==> src/rtl/countdown_pkg.sv <==
// Shared types and constants for the MM:SS countdown timer.
// Included by countdown_sequencer and bcd_mmss_counter.
package countdown_pkg;

  typedef logic [3:0] bcd_t;

  typedef enum logic [1:0] {
    ST_SET   = 2'd0,
    ST_RUN   = 2'd1,
    ST_PAUSE = 2'd2,
    ST_ALARM = 2'd3
  } cd_state_t;

  localparam bcd_t SEC_TENS_MAX = 4'd5;
  localparam bcd_t MIN_TENS_MAX = 4'd5;
  localparam bcd_t BCD_ONES_MAX = 4'd9;

  // Increment a two-digit BCD field, wrapping tens_max:9 back to 0:0 with no carry out.
  function automatic logic [7:0] bcd_pair_inc(input bcd_t tens, input bcd_t ones,
                                              input bcd_t tens_max);
    logic [7:0] res;
    if (ones == BCD_ONES_MAX) begin
      res[3:0] = 4'd0;
      res[7:4] = (tens == tens_max) ? 4'd0 : tens + 4'd1;
    end else begin
      res[3:0] = ones + 4'd1;
      res[7:4] = tens;
    end
    return res;
  endfunction

endpackage

==> src/rtl/bcd_mmss_counter.sv <==
// Four BCD digit registers for MM:SS with clear, load, per-field increment
// and whole-value decrement that saturates at 00:00.
module bcd_mmss_counter
  import countdown_pkg::*;
(
  input  logic        i_clk,
  input  logic        i_rst,
  input  logic        i_clr,
  input  logic        i_load,
  input  logic [15:0] i_load_val,
  input  logic        i_inc_sec,
  input  logic        i_inc_min,
  input  logic        i_dec,
  output bcd_t        o_num0,
  output bcd_t        o_num1,
  output bcd_t        o_num2,
  output bcd_t        o_num3,
  output logic        o_zero
);

  bcd_t r_num0;
  bcd_t r_num1;
  bcd_t r_num2;
  bcd_t r_num3;
  logic w_zero;

  assign w_zero = ({r_num3, r_num2, r_num1, r_num0} == 16'h0000);

  always_ff @(posedge i_clk) begin
    if (i_rst || i_clr) begin
      r_num0 <= 4'd0;
      r_num1 <= 4'd0;
      r_num2 <= 4'd0;
      r_num3 <= 4'd0;
    end else if (i_load) begin
      {r_num3, r_num2, r_num1, r_num0} <= i_load_val;
    end else if (i_dec) begin
      // Borrow ripples ones -> tens -> minutes; at 00:00 the value holds.
      if (!w_zero) begin
        if (r_num0 != 4'd0) begin
          r_num0 <= r_num0 - 4'd1;
        end else begin
          r_num0 <= BCD_ONES_MAX;
          if (r_num1 != 4'd0) begin
            r_num1 <= r_num1 - 4'd1;
          end else begin
            r_num1 <= SEC_TENS_MAX;
            if (r_num2 != 4'd0) begin
              r_num2 <= r_num2 - 4'd1;
            end else begin
              r_num2 <= BCD_ONES_MAX;
              r_num3 <= r_num3 - 4'd1;
            end
          end
        end
      end
    end else begin
      if (i_inc_sec) {r_num1, r_num0} <= bcd_pair_inc(r_num1, r_num0, SEC_TENS_MAX);
      if (i_inc_min) {r_num3, r_num2} <= bcd_pair_inc(r_num3, r_num2, MIN_TENS_MAX);
    end
  end

  assign o_num0 = r_num0;
  assign o_num1 = r_num1;
  assign o_num2 = r_num2;
  assign o_num3 = r_num3;
  assign o_zero = w_zero;

endmodule

==> src/rtl/countdown_sequencer.sv <==
// MM:SS countdown controller: button edge detect, SET/RUN/PAUSE/ALARM FSM, alarm timer.
// Define COUNTDOWN_PRESET_RELOAD_EN to restore the last started value on ALARM exit.
module countdown_sequencer
  import countdown_pkg::*;
#(
  parameter int ALARM_SECS = 10,
  parameter int TICK_W     = 8
) (
  input  logic       uclock,
  input  logic       reset,
  input  logic       tick,
  input  logic       mode_en,
  input  logic       btn_start,
  input  logic       btn_min,
  input  logic       btn_sec,
  input  logic       btn_clear,
  output bcd_t       num0,
  output bcd_t       num1,
  output bcd_t       num2,
  output bcd_t       num3,
  output logic       buzzer,
  output logic       running,
  output logic [1:0] state
);

  localparam logic [TICK_W-1:0] ALARM_LAST = TICK_W'(ALARM_SECS - 1);

  logic              r_btn_start;
  logic              r_btn_min;
  logic              r_btn_sec;
  logic              r_btn_clear;
  cd_state_t         r_state;
  logic              r_buzzer;
  logic              r_running;
  logic [TICK_W-1:0] r_alarm_cnt;

  logic        w_p_start;
  logic        w_p_min;
  logic        w_p_sec;
  logic        w_p_clear;
  cd_state_t   w_next_state;
  logic        w_clr;
  logic        w_dec;
  logic        w_inc_sec;
  logic        w_inc_min;
  logic        w_latch;
  logic        w_alarm_exit;
  logic        w_cnt_inc;
  logic        w_load;
  logic [15:0] w_load_val;
  logic        w_zero;
  logic        w_is_one;

  assign w_p_start = btn_start & ~r_btn_start;
  assign w_p_min   = btn_min   & ~r_btn_min;
  assign w_p_sec   = btn_sec   & ~r_btn_sec;
  assign w_p_clear = btn_clear & ~r_btn_clear;

  assign w_is_one = ({num3, num2, num1, num0} == 16'h0001);

  // Only events that actually take effect in the current state block lower ones.
  always_comb begin
    w_next_state = r_state;
    w_clr        = 1'b0;
    w_dec        = 1'b0;
    w_inc_sec    = 1'b0;
    w_inc_min    = 1'b0;
    w_latch      = 1'b0;
    w_alarm_exit = 1'b0;
    w_cnt_inc    = 1'b0;
    if (w_p_clear) begin
      w_next_state = ST_SET;
      w_clr        = 1'b1;
    end else if (!mode_en) begin
      if (r_state == ST_RUN) begin
        w_next_state = ST_PAUSE;
      end else if (r_state == ST_ALARM) begin
        w_next_state = ST_SET;
        w_alarm_exit = 1'b1;
      end
    end else begin
      case (r_state)
        ST_SET: begin
          if (w_p_start && !w_zero) begin
            w_next_state = ST_RUN;
            w_latch      = 1'b1;
          end else begin
            w_inc_sec = w_p_sec;
            w_inc_min = w_p_min;
          end
        end
        ST_RUN: begin
          if (w_p_start) begin
            w_next_state = ST_PAUSE;
          end else if (tick) begin
            w_dec = 1'b1;
            if (w_is_one) w_next_state = ST_ALARM;
          end
        end
        ST_PAUSE: begin
          if (w_p_start) w_next_state = ST_RUN;
        end
        ST_ALARM: begin
          if (w_p_start || (tick && (r_alarm_cnt == ALARM_LAST))) begin
            w_next_state = ST_SET;
            w_alarm_exit = 1'b1;
          end else if (tick) begin
            w_cnt_inc = 1'b1;
          end
        end
        default: w_next_state = ST_SET;
      endcase
    end
  end

  always_ff @(posedge uclock) begin
    if (reset) begin
      r_btn_start <= 1'b0;
      r_btn_min   <= 1'b0;
      r_btn_sec   <= 1'b0;
      r_btn_clear <= 1'b0;
      r_state     <= ST_SET;
      r_buzzer    <= 1'b0;
      r_running   <= 1'b0;
      r_alarm_cnt <= '0;
    end else begin
      r_btn_start <= btn_start;
      r_btn_min   <= btn_min;
      r_btn_sec   <= btn_sec;
      r_btn_clear <= btn_clear;
      r_state     <= w_next_state;
      r_buzzer    <= (w_next_state == ST_ALARM);
      r_running   <= (w_next_state == ST_RUN);
      if (w_next_state != ST_ALARM) begin
        r_alarm_cnt <= '0;
      end else if (w_cnt_inc) begin
        r_alarm_cnt <= r_alarm_cnt + 1'b1;
      end
    end
  end

`ifdef COUNTDOWN_PRESET_RELOAD_EN
  logic [15:0] r_preset;

  always_ff @(posedge uclock) begin
    if (reset || w_clr) begin
      r_preset <= '0;
    end else if (w_latch) begin
      r_preset <= {num3, num2, num1, num0};
    end
  end

  assign w_load     = w_alarm_exit;
  assign w_load_val = r_preset;
`else
  // Digits already read 00:00 in ALARM, so exit needs no load.
  logic w_unused_latch;
  assign w_unused_latch = w_latch;
  assign w_load         = 1'b0;
  assign w_load_val     = '0;
`endif

  bcd_mmss_counter u_digits (
    .i_clk      (uclock),
    .i_rst      (reset),
    .i_clr      (w_clr),
    .i_load     (w_load),
    .i_load_val (w_load_val),
    .i_inc_sec  (w_inc_sec),
    .i_inc_min  (w_inc_min),
    .i_dec      (w_dec),
    .o_num0     (num0),
    .o_num1     (num1),
    .o_num2     (num2),
    .o_num3     (num3),
    .o_zero     (w_zero)
  );

  assign buzzer  = r_buzzer;
  assign running = r_running;
  assign state   = r_state;

endmodule

==> config.mk <==
export PLATFORM = sky130hd
export DESIGN_NAME = countdown_sequencer
export DESIGN_NICKNAME = d
export VERILOG_FILES = /design/src/rtl/countdown_pkg.sv /design/src/rtl/bcd_mmss_counter.sv /design/src/rtl/countdown_sequencer.sv
export SDC_FILE = /design/constraint.sdc
export NUM_CORES = 1
export LEC_CHECK = 0
export CORE_MARGIN = 2
export CORE_UTILIZATION = 55
export DETAILED_ROUTE_END_ITERATION = 16
export PLACE_DENSITY = 0.77
export SYNTH_ARGS = -nofsm -noshare
export SYNTH_HDL_FRONTEND = slang
export SYNTH_SLANG_ARGS = --single-unit
==> constraint.sdc <==
create_clock -name uclock -period 4.79 [get_ports uclock]
set_input_delay 0.7185 -clock uclock [delete_from_list [all_inputs] [get_ports uclock]]
set_output_delay 0.7185 -clock uclock [all_outputs]
set_load 0.005 [all_outputs]
After elaboration in Yosys (flattened, before gate mapping)
Index checks and enable logic that the tools add are counted.
{"block": "totals", "regBits": 32, "word_cells": 118}
{"block": "classes", "addsub": 9, "muxes": 54, "n_eq_ne": 16, "n_reduce_logical": 19, "n_bitwise": 8}
{"op": "two-way mux 4 bit", "count": 23}
{"op": "two-way mux 2 bit", "count": 10}
{"op": "two-way mux 1 bit", "count": 18}
{"op": "adder 4 x 1 -> 4 bit, second input constant", "count": 4}
{"op": "== test 16 x 1 -> 1 bit, second input constant", "count": 1}
{"op": "zero test 16 bit", "count": 1}
{"op": "two-way mux 8 bit", "count": 2}
{"op": "subtractor 4 x 1 -> 4 bit, second input constant", "count": 4}
{"op": "nonzero test 4 bit", "count": 3}
{"op": "inequality test 2 bit, second input constant", "count": 5}
{"op": "adder 8 x 1 -> 8 bit, second input constant", "count": 1}
{"op": "== test 4 x 3 -> 1 bit, second input constant", "count": 2}
{"op": "== test 4 bit, second input constant", "count": 2}
{"op": "== test 8 x 4 -> 1 bit, second input constant", "count": 1}
{"op": "one-hot mux 2 bit (4 select lines)", "count": 1}
{"op": "AND reduction 4 bit", "count": 2}
{"op": "nonzero test 2 bit", "count": 4}
{"op": "== test 2 bit, second input constant", "count": 3}
{"op": "AND reduction 6 bit", "count": 1}
{"op": "AND 1 bit", "count": 4}
{"op": "== test 2 x 1 -> 1 bit, second input constant", "count": 2}
{"op": "NOT 1 bit", "count": 4}
{"op": "logical AND 1 bit", "count": 2}
{"op": "zero test 2 bit", "count": 1}
{"op": "4 further kinds", "count": 5}

Depth between registers and ports, before layout
Gate-level depths: netlist (run 1).
{"block": "logic_depth", "ltp_word": 9, "mapped_depth": 9, "mapped_depth_nobuf": 8}

Modules after synthesis
Synthesis (run 1) repeated with hierarchy kept, for this count alone.
{"block": "unflattened", "cells_unflattened": 314, "hier_area_um2": 2491.1}
{"module": "bcd_mmss_counter", "cells_per_inst": 206, "area_per_inst_um2": 1522.7, "seq_area_each_um2": 320.3, "n_inst": 1}
{"module": "countdown_sequencer", "cells_per_inst": 108, "area_per_inst_um2": 968.4, "seq_area_each_um2": 320.3, "n_inst": 1}

Least setup slack after synthesis (run 1)
OpenSTA, ideal clock, no wires.
{"block": "synth_path", "kind": "input -> register", "from": "input port mode_en", "to": "register u_digits.r_num3[3], in the netlist u_digits.o_num3[3]", "setup_slack_ns": 2.596, "required_time_ns": 4.674, "t_arrival_ns": 2.077, "path_buffers": 1, "stages": 7, "setup_ns": 0.116, "path_cell_list": "buf_2 > and2_1 > nand4_1 > o211ai_2 > o21ai_4 > nand2_2 > a31o_2"}
{"block": "synth_between", "elab_chain_len": 4, "word_cells_on_any_way": 12, "cone_classes": "eq/ne: 4; mux: 5; reduce/logical: 3"}
{"item": "start: declaration", "line_no": "countdown_sequencer.sv:12", "rtl": "input logic mode_en,"}
{"item": "two-way mux 1 bit", "line_no": "countdown_sequencer.sv:74", "rtl": "end else if (!mode_en) begin"}
{"item": "two-way mux 1 bit", "line_no": "countdown_sequencer.sv:71", "rtl": "if (w_p_clear) begin"}
{"item": "inequality test 2 bit (no source line) or nonzero test 2 bit (tied branches)"}
{"item": "AND reduction 6 bit (no source line)"}
{"item": "end signal: assignment", "line_no": "bcd_mmss_counter.sv:36", "rtl": "{r_num3, r_num2, r_num1, r_num0} <= i_load_val;"}
{"item": "end signal: assignment", "line_no": "bcd_mmss_counter.sv:52", "rtl": "r_num3 <= r_num3 - 4'd1;"}
{"item": "end signal: assignment", "line_no": "bcd_mmss_counter.sv:59", "rtl": "if (i_inc_min) {r_num3, r_num2} <= bcd_pair_inc(r_num3, r_num2, MIN_TENS_MAX);"}
{"item": "end: declaration", "line_no": "bcd_mmss_counter.sv:24", "rtl": "bcd_t r_num3;"}
Several ways; a longest one is shown, not always the timed one.
A chain may end at the register's enable or synchronous reset.

Worst setup path in the final report (run 1)
Same ends and word-level chain as after synthesis.

==> summary.txt, run 1 <==
Clocking
  • PostCTS Resize Cnt: 0
  • CTS Buf Count: 5
  • H-tree depth: 2
  • Worst skew pair latency: 290 ps
  • Hold-fix buffers at CTS: 0
  • Root Driver: clkbuf_8
  • CTS Buffer Depth: 2
  • CTS tree: yes
  • # clock sinks: 32
  • CTS clock-pin slew for the worst setup and hold paths: 70 ps
  • Post-CTS Setup Inserts: 0

Worst setup path
  • Critical-path top delay cell: clkdlybuf4s50_1
  • CP Data Arrival Time: 2970 ps
  • Req. time, crit path: 4970 ps
  • Crit-path cells: clkdlybuf4s50_1 -> and2_1 -> and4_1 -> nand4_1 -> o21ai_4 -> nand2_2 -> a31o_2
  • RR Endpoint: r_alarm_cnt[1]$_SDFFE_PP0P_
  • R2R depth: 8
  • FF-to-FF setup slack: 2340 ps
  • Worst setup SP type: primary input
  • Critical path endpoint category: flop
  • Critical Path Fanout Max: 20
  • Crit Path Class: in -> reg
  • Worst r2r src: u_digits.o_num1[0]$_SDFFE_PP0P_
  • CP max stage delay: 620 ps

Synthesis
  • Fraction of registers with async set/reset: 0%
  • Distinct cells, synth: 63
  • Register area share after synthesis: 27.8%
  • Synth top area share: 27.8%
  • Main synth FF type: dfxtp_1
  • #FFs+latches synth: 32
  • EDFF count, synth: 0
  • Area leader, netlist: dfxtp_1
  • Mapped Nets: 303
  • Mapped cell area: 0.00230 mm²
  • Mapped Avg Cell Area: 8.26 µm²
  • Synth area leaders: dfxtp_1 28%, ha_1 8.7%, nor2_1 3.9%
  • Synth warn: 0
  • Mapped Cells: 279

Drt
  • First DRT Iteration DRCs: 174
  • First-pass iteration count of the detailed router: 4
  • Total wire length: 4820 µm
  • Vias per std cell: 5.95
  • Antenna-violating nets left: 0
  • Vias: 2065
  • Wire per inst: 13.9 µm
  • DRC viols: 0

Timing
  • Max Slew Vio Count: 0
  • Clock Skew: 4.33 ps
  • Slew Limit Headroom: 52.1%
  • Min cycle time layout: 2790 ps
  • Crit share post-route: 58.2%
  • Final WS setup: 2000 ps
  • Actual slew at the worst max-slew pin: 717 ps
  • F_max: 359 MHz
  • Setup violators final: 0
  • Unrepaired setup endpoints after global routing: false
  • Setup TNS: 0 ps
  • Final hold vios: 0

Placed design
  • Placer Congestion: 0.871
  • Hpwl dp: 3480 µm
  • Post-place setup slack: 1720 ps
  • DP Area: 0.00256 mm²
  • Port-buffer cells: 27

Cells and area
  • Fillcell total: 364
  • Fin area: 0.00267 mm²
  • Layout cell share with drive strength beyond 1: 8.42%
  • Ant diodes: 0
  • Nets: 320
  • Synthesis-to-finish area growth: 15.9%
  • Core Util, Final: 66.3%

Global route
  • Gr usage total: 22.4%
  • Largest net degree at the start of global routing: 27
  • Antenna violations before repair: 0
  • First-pass GRT wire length: 8050 µm
  • Vias in the first global route: 1756
  • GRT overflow: 0

Floorplanning
  • Vert. Die Dim: 68.7 µm
  • Die W: 68.7 µm
  • Die Area: 0.00472 mm²
  • Core area: 0.00403 mm²
  • Row count: 23
  • # IOs: 28
  • Initial Util: 57.2%

Hold path
  • Hold endpoint: r_alarm_cnt[6]$_SDFFE_PP0P_
  • Hold crit path type: reg -> reg
  • Worst hold start: r_alarm_cnt[6]$_SDFFE_PP0P_
  • Hold depth: 2

Power and ir drop
  • Power Dens Cells: 226 mW/mm²
  • Worst vdd ir: 170 µV
  • Leakage power: 0.903 nW

Outcome
  • Status: completed

Job
  • Max-cap violation count: 0
critical path: cells and delay by family:
kind	cells	cell delay, ps
buffers and inverters	1	620
and+or+nand+nor	4	1200
AOI/OAI and AO/OA	2	440
cells in the final DEF (no fill, tap or decap), types with 5 or more instances in the layout:
master,instances
dfxtp_1,32
clkdlybuf4s50_1,27
nor2_1,24
nand2_1,22
ha_1,16
inv_1,15
o21ai_0,15
nand3_1,13
a21oi_1,12
xnor2_1,9
nand2b_1,8
nor2b_1,7
nor3_1,5
nand4_1,5
a311oi_1,5
clkbuf_8,5
synthesized netlist by cell type (all sizes together), types with 3 or more instances:
library cell  number
a211oi             5
o22ai              3
and4               3
nand3             13
nor4b              3
nand2             23
nor2              24
and3               4
or3                4
nor3b              3
clkbuf            11
nor3               6
inv               15
buf                7
a21oi             13
dfxtp             32
o211ai             4
nor2b              7
o21ai             16
and2               3
nor4               3
nand3b             4
nand4              5
a311oi             5
ha                16
nand2b             8
xnor2              9
sequential cells by signal, indices dropped and copies added, names as in the netlist, 2 cells and up:
signal and count:
r_alarm_cnt 8, u_digits.o_num0 4, u_digits.o_num1 4, u_digits.o_num2 4, u_digits.o_num3 4, state 2
worst max-delay path by stage:
| stage | start | endpoint | slack, ps | depth (start not counted) |
|---|---|---|---|---|
| floorplan | mode_en | u_digits.o_num3[3]$_SDFFE_PP0P_ | 2600 | 7 |
| global placement | mode_en | u_digits.o_num3[3]$_SDFFE_PP0P_ | 1790 | 7 |
| detailed placement | mode_en | u_digits.o_num3[3]$_SDFFE_PP0P_ | 1720 | 7 |
| CTS | mode_en | u_digits.o_num3[3]$_SDFFE_PP0P_ | 2020 | 7 |
| global route | mode_en | u_digits.o_num1[0]$_SDFFE_PP0P_ | 1840 | 7 |
| finish | mode_en | u_digits.o_num3[3]$_SDFFE_PP0P_ | 2000 | 7 |
cell families after synthesis:
| family | count (synthesis) | synth area share (%) |
|---|---|---|
| AOI/OAI and AO/OA | 64 | 21.3 |
| buffers and inverters | 33 | 6.19 |
| xor gates and xnor gates | 11 | 4.18 |
| muxes | 2 | 0.869 |
| and+or+nand+nor | 121 | 31.0 |
| adders and majority gates | 16 | 8.69 |
| DFF | 32 | 27.8 |
power by group:
part / switching [mW] / internal, mW / leakage [nW]
Combinational: 0.0349 / 0.0304 / 0.590
Clock: 0.106 / 0.154 / 0.0541
Sequential: 0.00864 / 0.271 / 0.259
Total: 0.149 / 0.455 / 0.903
per-layer routing:
metal | part of all wire [%] | vias to the layer above | GRT usage [%] | wire [µm]
met5 | 0 | - | 0 | 0
met4 | 1.2 | 0 | 7.35 | 60
met3 | 5.2 | 8 | 4.38 | 250
met2 | 44 | 60 | 34.0 | 2110
met1 | 50 | 950 | 31.7 | 2400
li1 | - | 1047 | - | -
final cells by class:
type | count | area (µm²) | area share, %
Clock buffer | 5 | 68.8 | 2.58
Tap cell | 50 | 62.6 | 2.34
Multi-Input combinational cell | 214 | 1520 | 57.0
Inverter | 15 | 56.3 | 2.11
Sequential cell | 32 | 641 | 24.0
Timing Repair Buffer | 28 | 278 | 10.4
Clock inverter | 3 | 42.5 | 1.59
per-stage QoR:
stage / hold WS (ps) / cells / total power [mW]
detailed placement: 516 / 339 / 0.350
finish: 525 / 347 / 0.604
global route: 559 / 347 / 0.630
floorplan: 488 / 279 / 0.328
CTS: 527 / 347 / 0.610
global placement: 508 / 339 / 0.350
Note: power is estimated with default switching activity, not from simulation.
==> inputs of run 2 (changes only) <==
--- a/config.mk
+++ b/config.mk
@@ -6,9 +6,9 @@
 export NUM_CORES = 1
 export LEC_CHECK = 0
 export CORE_MARGIN = 2
-export CORE_UTILIZATION = 55
+export CORE_UTILIZATION = 51
 export DETAILED_ROUTE_END_ITERATION = 16
-export PLACE_DENSITY = 0.77
+export PLACE_DENSITY = 0.75
 export SYNTH_ARGS = -nofsm -noshare
 export SYNTH_HDL_FRONTEND = slang
 export SYNTH_SLANG_ARGS = --single-unit
==> constraint.sdc (replaced) <==
create_clock -name uclock -period 2.4 [get_ports uclock]
set_input_delay 0.36 -clock uclock [delete_from_list [all_inputs] [get_ports uclock]]
set_output_delay 0.36 -clock uclock [all_outputs]
set_load 0.005 [all_outputs]
==> run 2 against run 1 <==
- cell count increased by 8.4%
- sequential power up 97%
- core utilization shrank 0.24 points
- via count up 4.2%
- clock skew is 3.3 ps higher
- largest cell class unchanged
==> summary.txt, run 2 (synthesis gave the netlist of run 1 again) <==
Outcome
  • Status: completed

Worst setup path
  • Worst setup SP type: flop
  • Critical Path Sink: r_alarm_cnt[1]$_SDFFE_PP0P_
  • Worst r2r src: u_digits.o_num3[1]$_SDFFE_PP0P_
  • Req. time, crit path: 2600 ps
  • Critical Path Fanout Max: 9
  • Critical Path Start: u_digits.o_num3[1]$_SDFFE_PP0P_
  • CP Data Arrival Time: 2410 ps
  • FF-to-FF setup slack: 190 ps
  • Critical path endpoint category: flop
  • R2R depth: 9
  • RR Endpoint: r_alarm_cnt[1]$_SDFFE_PP0P_
  • Crit Path Class: reg -> reg

Clocking
  • CTS tree: yes
  • CTS Buf Count: 5
  • # clock sinks: 32
  • Post-CTS Setup Inserts: 0
  • Worst skew pair latency: 280 ps
  • Root Driver: clkbuf_8
  • Hold-fix buffers at CTS: 0
  • CTS clock-pin slew for the worst setup and hold paths: 70 ps
  • H-tree depth: 2
  • CTS Buffer Depth: 2

Floorplanning
  • # IOs: 28
  • Row count: 24
  • Vert. Die Dim: 71.2 µm
  • Core area: 0.00435 mm²
  • Die W: 71.2 µm
  • Die Area: 0.00507 mm²
  • Initial Util: 52.9%

Timing
  • Clock Skew: 7.66 ps
  • Worst hold slack: 537 ps
  • Final WS setup: 194 ps
  • Crit share post-route: 91.9%
  • Final hold vios: 0
  • Actual slew at the worst max-slew pin: 454 ps
  • Unrepaired setup endpoints after global routing: false
  • Setup violators final: 0
  • Setup TNS: 0 ps
  • F_max: 453 MHz
  • Slew Limit Headroom: 69.7%
  • Min cycle time layout: 2210 ps
  • Max Slew Vio Count: 0

Drt
  • Vias per std cell: 5.72
  • Wire per inst: 14.1 µm
  • Total wire length: 5290 µm
  • Vias: 2151
  • DRC viols: 0
  • Antenna-violating nets left: 0
  • First-pass iteration count of the detailed router: 4
  • First DRT Iteration DRCs: 123

Cells and area
  • Max reg flops: 8
  • Layout cell share with drive strength beyond 1: 16.4%
  • Ant diodes: 0
  • Nets: 347
  • Commonest non-fill, non-tap cells in the layout: 32 x dfxtp_1, 27 x clkdlybuf4s50_1, 27 x buf_4
  • Synthesis-to-finish area growth: 24.8%
  • Most common cell after layout, fill and taps aside: dfxtp_1
  • Non-filler instance count after layout: 376
  • Largest Register: r_alarm_cnt

Power and ir drop
  • Worst vdd ir: 232 µV
  • Power Dens Cells: 393 mW/mm²
  • Leakage power: 1.05 nW

Global route
  • Largest net degree at the start of global routing: 16
  • Gr usage total: 21.7%
  • GRT overflow: 0
  • First-pass GRT wire length: 9050 µm
  • Vias in the first global route: 1955
  • Antenna violations before repair: 0

Job
  • Max-cap violation count: 0

Placed design
  • Port-buffer cells: 27
  • Post-place setup slack: 42.9 ps
  • Hpwl dp: 4050 µm
  • Dpl cells: 368
  • Placer Congestion: 0.952

Hold path
  • Hold crit path type: reg -> reg
  • Hold depth: 2
==> run 2: cell types whose count changed in the layout (fill, tap and decap cells not counted) <==
cell,delta
nor4b_1,-1
clkbuf_8,+1
buf_12,+1
bufinv_16,-1
clkinvlp_4,-1
buf_4,+26
nor4b_2,+1
clkinv_2,+1
==> run 2: layer usage <==
metal	vias to the layer above	part of all wire [%]	track usage (%)
met5	-	0	0
met4	0	1.0	4.40
met3	9	5.9	4.22
met2	57	46	34.9
met1	990	47	30.5
li1	1095	-	-
==> run 2: worst min path at each step <==
| stage | startpoint | endpoint | slack (ps) |
|---|---|---|---|
| finish | r_alarm_cnt[6]$_SDFFE_PP0P_ | r_alarm_cnt[6]$_SDFFE_PP0P_ | 540 |
| global route | r_alarm_cnt[6]$_SDFFE_PP0P_ | r_alarm_cnt[6]$_SDFFE_PP0P_ | 570 |
| CTS | r_alarm_cnt[6]$_SDFFE_PP0P_ | r_alarm_cnt[6]$_SDFFE_PP0P_ | 540 |
| detailed placement | r_alarm_cnt[6]$_SDFFE_PP0P_ | r_alarm_cnt[6]$_SDFFE_PP0P_ | 530 |
| global placement | r_alarm_cnt[6]$_SDFFE_PP0P_ | r_alarm_cnt[6]$_SDFFE_PP0P_ | 500 |
| floorplan | reset | r_btn_clear$_SDFF_PP0_ | 430 |
==> run 2: where the power goes <==
part | switching (mW) | internal (mW)
registers | 0.0113 | 0.541
logic | 0.0790 | 0.0743
clock network | 0.197 | 0.229
total | 0.287 | 0.844
==> run 2: area by class of cell <==
type | instances | area [µm²]
sequential | 32 | 641
clock inverter | 2 | 10.0
inverter | 15 | 56.3
fill | 370 | 1480
multi-input combinational | 214 | 1530
tap | 52 | 65.1
clock buffer | 6 | 82.6
timing repair buffer | 55 | 493
==> run 2: repair_timing <==
action                                  4_1_cts  5_1_grt
resized for setup                             0        1
endpoints found under the setup margin        0        1
hold endpoints to repair                      0        0
==> run 2: stage by stage <==
stage               area [µm²]  power (mW)  utilization (%)
floorplan                 2300       0.655                -
global placement          2780       0.717             63.8
detailed placement        2780       0.717             63.8
CTS                       2870        1.14             65.9
global route              2880        1.18             66.0
finish                    2880        1.13             66.0
==> run 2: worst max-delay path: stages (launching register included) <==
cell,delay [ps]
dfxtp_1,310
inv_1,110
ha_1,190
nor4b_1,270
and4_4,310
nor3_1,60
o32a_1,370
or2_1,250
buf_12,150
a211oi_2,130
